`src/rtl/io_port_bridge_pkg.sv`:
```
// Shared constants for the core I/O bridge and its FIFOs.
package io_port_bridge_pkg;

    localparam int WORD_WIDTH = 16;
    localparam int FIFO_DEPTH = 4;

endpackage

```
`src/rtl/io_fifo.sv`:
```
// Synchronous FIFO with combinational head read; dout is forced to 0 while empty.
module io_fifo
    import io_port_bridge_pkg::*;
#(
    parameter int WIDTH = WORD_WIDTH,
    parameter int DEPTH = FIFO_DEPTH,
    parameter int PTR_W = $clog2(DEPTH)
) (
    input  logic             clock,
    input  logic             rst,
    input  logic             push,
    input  logic             pop,
    input  logic [WIDTH-1:0] din,
    output logic [WIDTH-1:0] dout,
    output logic [PTR_W:0]   count,
    output logic             full,
    output logic             empty
);

    localparam logic [PTR_W:0] FULL_COUNT = (PTR_W + 1)'(DEPTH);

    logic [WIDTH-1:0] mem_q [DEPTH];
    logic [PTR_W-1:0] wr_ptr_q;
    logic [PTR_W-1:0] rd_ptr_q;
    logic [PTR_W:0]   count_q;
    logic [PTR_W:0]   count_d;
    logic             do_push;
    logic             do_pop;

    assign full    = (count_q == FULL_COUNT);
    assign empty   = (count_q == '0);
    assign do_push = push && !full;
    assign do_pop  = pop && !empty;
    assign count   = count_q;
    assign dout    = empty ? '0 : mem_q[rd_ptr_q];

    always_comb begin
        // NOTE: default assignment first so no path leaves count_d unassigned (no latch).
        count_d = count_q;
        case ({do_push, do_pop})
            2'b10:   count_d = count_q + 1'b1;
            2'b01:   count_d = count_q - 1'b1;
            default: count_d = count_q;
        endcase
    end

    // NOTE: sequential state uses non-blocking assignments so all registers update together.
    always_ff @(posedge clock or posedge rst) begin
        if (rst) begin
            wr_ptr_q <= '0;
            rd_ptr_q <= '0;
            count_q  <= '0;
        end else begin
            if (do_push) wr_ptr_q <= wr_ptr_q + 1'b1;
            if (do_pop)  rd_ptr_q <= rd_ptr_q + 1'b1;
            count_q <= count_d;
        end
    end

    // NOTE: storage is not reset; the empty gate on dout hides stale words after reset.
    always_ff @(posedge clock) begin
        if (do_push) mem_q[wr_ptr_q] <= din;
    end

endmodule

```
`src/rtl/io_port_bridge.sv`:
```
// Core I/O bridge: input FIFO feeds read_in, output FIFO drains write_out, sticky error flags.
module io_port_bridge
    import io_port_bridge_pkg::*;
#(
    parameter int WIDTH = WORD_WIDTH,
    parameter int DEPTH = FIFO_DEPTH,
    parameter int PTR_W = $clog2(DEPTH)
) (
    input  logic             clock,
    input  logic             rst,
    input  logic [WIDTH-1:0] ext_in_data,
    input  logic             ext_in_valid,
    output logic             ext_in_ready,
    output logic [WIDTH-1:0] read_in,
    output logic             in_avail,
    input  logic             cpu_rd,
    input  logic [WIDTH-1:0] write_out,
    input  logic             cpu_wr,
    output logic             cpu_stall,
    output logic [WIDTH-1:0] ext_out_data,
    output logic             ext_out_valid,
    input  logic             ext_out_ready,
    output logic [PTR_W:0]   in_count,
    output logic [PTR_W:0]   out_count,
    output logic             underflow,
    output logic             overflow
);

    logic in_full;
    logic in_empty;
    logic out_full;
    logic out_empty;
    logic underflow_q;
    logic overflow_q;

    assign ext_in_ready  = !in_full;
    assign in_avail      = !in_empty;
    assign cpu_stall     = out_full;
    assign ext_out_valid = !out_empty;
    assign underflow     = underflow_q;
    assign overflow      = overflow_q;

    io_fifo #(.WIDTH(WIDTH), .DEPTH(DEPTH), .PTR_W(PTR_W)) u_in_fifo (
        .clock (clock),
        .rst   (rst),
        .push  (ext_in_valid && ext_in_ready),
        .pop   (cpu_rd && in_avail),
        .din   (ext_in_data),
        .dout  (read_in),
        .count (in_count),
        .full  (in_full),
        .empty (in_empty)
    );

    // A core write while stalled is dropped and only recorded in overflow.
    io_fifo #(.WIDTH(WIDTH), .DEPTH(DEPTH), .PTR_W(PTR_W)) u_out_fifo (
        .clock (clock),
        .rst   (rst),
        .push  (cpu_wr && !cpu_stall),
        .pop   (ext_out_valid && ext_out_ready),
        .din   (write_out),
        .dout  (ext_out_data),
        .count (out_count),
        .full  (out_full),
        .empty (out_empty)
    );

    always_ff @(posedge clock or posedge rst) begin
        if (rst) begin
            underflow_q <= 1'b0;
            overflow_q  <= 1'b0;
        end else begin
            if (cpu_rd && in_empty) underflow_q <= 1'b1;
            if (cpu_wr && out_full) overflow_q  <= 1'b1;
        end
    end

endmodule

```
`config.mk`:
```
export PLATFORM = sky130hd
export DESIGN_NAME = io_port_bridge
export DESIGN_NICKNAME = d
export VERILOG_FILES = /design/src/rtl/io_port_bridge_pkg.sv /design/src/rtl/io_fifo.sv /design/src/rtl/io_port_bridge.sv
export SDC_FILE = /design/constraint.sdc
export NUM_CORES = 1
export LEC_CHECK = 0
export CAP_MARGIN = 10
export CORE_ASPECT_RATIO = 0.9
export CORE_MARGIN = 3
export CORE_UTILIZATION = 54
export DETAILED_ROUTE_END_ITERATION = 12
export PLACE_DENSITY = 0.84
export SKIP_CTS_REPAIR_TIMING = 1
export SYNTH_ARGS = -nofsm -noshare
export SYNTH_HDL_FRONTEND = slang
export SYNTH_SLANG_ARGS = --single-unit
export TNS_END_PERCENT = 1
```
`constraint.sdc`:
```
create_clock -name clock -period 3 [get_ports clock]
set_clock_uncertainty 0.2 [all_clocks]
set_input_delay 0.3 -clock clock [delete_from_list [all_inputs] [get_ports clock]]
set_output_delay 0.3 -clock clock [all_outputs]
set_load 0.02 [all_outputs]
```
==> impl_metrics.ini <==
[outcome]
status = finished, final reports clean

[worst_setup_path]
critPathCaptureType = output pin
r2r-start = u_in_fifo.count[0]$_DFFE_PP0P_
critPathMaxFanout = 18
crit_type = flip-flop to output pin
setup.worst_path.start = u_out_fifo.rd_ptr_q[0]$_DFFE_PP0P_
crit_path_end = ext_out_data[7]
worst_ep_required_time_ps = 2500
arrival_ps = 2350
r2r_end = u_in_fifo.count[2]$_DFFE_PP0P_
r2r_cells = 8
r2r_slack_ps = 440
cp-start-kind = flip-flop

[die]
fp-row-count = 35
initial_core_util = 0.560
core_area_mm2 = 0.0103
io_pins = 82
die_w_um = 115
die_area_mm2 = 0.0120
fp.dieH_um = 104

[clock_network]
tritoncts = done
clkSlewWorstSetupHoldPaths_ps = 60
cts_num_sinks = 144
cts_buffers = 17
clk_path_buf_depth = 2
clk_latency_ps = 410
clk_root_buffer_cell = clkbuf_16
h-tree-depth = 4

[drt]
avgRoutedWirePerCell_um = 19.9
wl_um = 10400
num_vias = 2853
dr.pass1.iters = 4
initialDrtViolationCount = 114
drc = 0
via_per_inst = 5.44
detail-route-antenna-nets = 0

[sta]
fin_crit_sh = 0.948
tightest_slew_ps = 652
max_freq_mhz = 351
finalCriticalPeriod_ps = 2850
tns_ps = 0
whs_ps = 99.7
drv_slew = 0
hold_viol_final = 0
relSlewSlack = 0.565
finalSetupViolCount = 0
grt_setup_unrepaired = no

[synthesis]
synth_seq_area_share = 0.733
synth-seq-cells = 144
ys.flop_type = edfxtp_1
yosys.area.top_type = edfxtp_1
yosysTopAreaCellShare = 0.664
syn_area_mm2 = 0.00579
yosys_warnings = 0
syn_area_per_cell_um2 = 20.4
ys_top_cells_by_area = edfxtp_1, mux4_2, dfrtp_1, and2_1, ha_1
syn_inst = 284
synthMostInstantiatedCell = edfxtp_1
ys_top_cells_by_count = edfxtp_1, and2_1, mux4_2, dfrtp_1, inv_1
syn_nets = 334
synth_edf_count = 128
synth_cell_types = 27
async_flop_share = 0.111

[power]
power_mw = 8.11
p_leak_nw = 2.58
vdd_drop_max_mv = 0.603
power.density_mw_per_mm2 = 1110

[worst_hold_path]
hp-class = input pin to async pin

[grt]
grt_usage = 0.189
grt_max_degree = 21
antenna_found_initial = 0
grt_pass1_wl_um = 16800
grt_pass1_vias = 3096
gr-total-overflow = 0

[layout]
fin_cells = 524
layout.nets = 432
drive_gt1_frac = 0.197
fin_area_mm2 = 0.00732
diodes = 0
syn_to_final_growth_pct = 26.5

[flow_run]
cap_violations = 0

[place]
place_area_mm2 = 0.00674
io_buffer_count = 81
dp.cells = 492
place_congestion = 0.716
hpwl_um = 6730
[placed cells by master (no fill, tap or decap), types with 4 or more instances in the layout]
cell / instances
edfxtp_1: 128
clkdlybuf4s50_1: 81
and2_1: 38
mux4_2: 30
clkbuf_16: 17
dfrtp_1: 16
inv_1: 14
ha_1: 10
buf_4: 10
xnor2_1: 6
xor2_1: 6
inv_6: 5
and3_2: 4
clkinv_4: 4
[worst min path at each step]
| stage | startpoint | to | depth (start not counted) |
|---|---|---|---|
| after floorplan | rst | overflow$_DFFE_PP0P_ | 1 |
| after global placement | overflow$_DFFE_PP0P_ | overflow$_DFFE_PP0P_ | 1 |
| after detailed placement | overflow$_DFFE_PP0P_ | overflow$_DFFE_PP0P_ | 1 |
| after CTS | rst | u_in_fifo.rd_ptr_q[0]$_DFFE_PP0P_ | 2 |
| after global routing | rst | u_in_fifo.rd_ptr_q[0]$_DFFE_PP0P_ | 2 |
| final | rst | u_in_fifo.rd_ptr_q[0]$_DFFE_PP0P_ | 2 |
[where the power goes]
part | switching [mW] | internal, mW | leakage, nW
clock | 0.807 | 1.24 | 0.283
sequential | 0.185 | 2.69 | 1.35
combinational | 1.58 | 1.60 | 0.945
[logic make-up (layout without fill, tap and decap cells)]
| group | Yosys count | after routing | synth area share |
|---|---|---|---|
| fa+ha+maj | 12 | 12 | 0.0285 |
| simple gates | 52 | 52 | 0.0573 |
| flops | 144 | 144 | 0.733 |
| buf+inv | 26 | 137 | 0.0264 |
| compound gates | 2 | 2 | 0.00260 |
| mux | 36 | 36 | 0.134 |
| xor+xnor | 12 | 12 | 0.0182 |
[through the flow]
step / worst slack (ps) / utilization
after detailed placement: 422 / 0.652
after floorplan: 273 / -
after CTS: 115 / 0.708
after global placement: 509 / 0.652
after global routing: 52.0 / 0.708
final: 155 / 0.708
[cell type report]
type,instances,area [um^2]
well taps,129,161
clock inverters,13,151
inverters,14,52.6
clock buffers,19,433
multi-input cells,114,1390
repair buffers,91,886
fillers,639,3020
flip-flops and latches,144,4240
[per-layer routing]
metal,wire length (um),part of all wire,up-vias,GRT usage
li1,-,-,1291,-
met4,134,0.013,0,0.0545
met1,4430,0.42,1490,0.248
met5,0,0,-,0
met2,5490,0.53,60,0.308
met3,384,0.037,12,0.0541
[flip-flops by register name, indices dropped and copies added (netlist names)]
| name | flops |
|---|---|
| u_out_fifo.mem_q | 64 |
| u_out_fifo.count | 3 |
| underflow | 1 |
| overflow | 1 |
| u_in_fifo.count | 3 |
| u_in_fifo.rd_ptr_q | 2 |
| u_in_fifo.wr_ptr_q | 2 |
| u_out_fifo.wr_ptr_q | 2 |
| u_out_fifo.rd_ptr_q | 2 |
| u_in_fifo.mem_q | 64 |
[critical path, cell delays in order (launching register included)]
cell and delay (ps):
dfrtp_1 320, buf_4 330, mux4_1 590, and2_1 170, clkdlybuf4s50_1 530
Power figures use the tool's default switching activity.
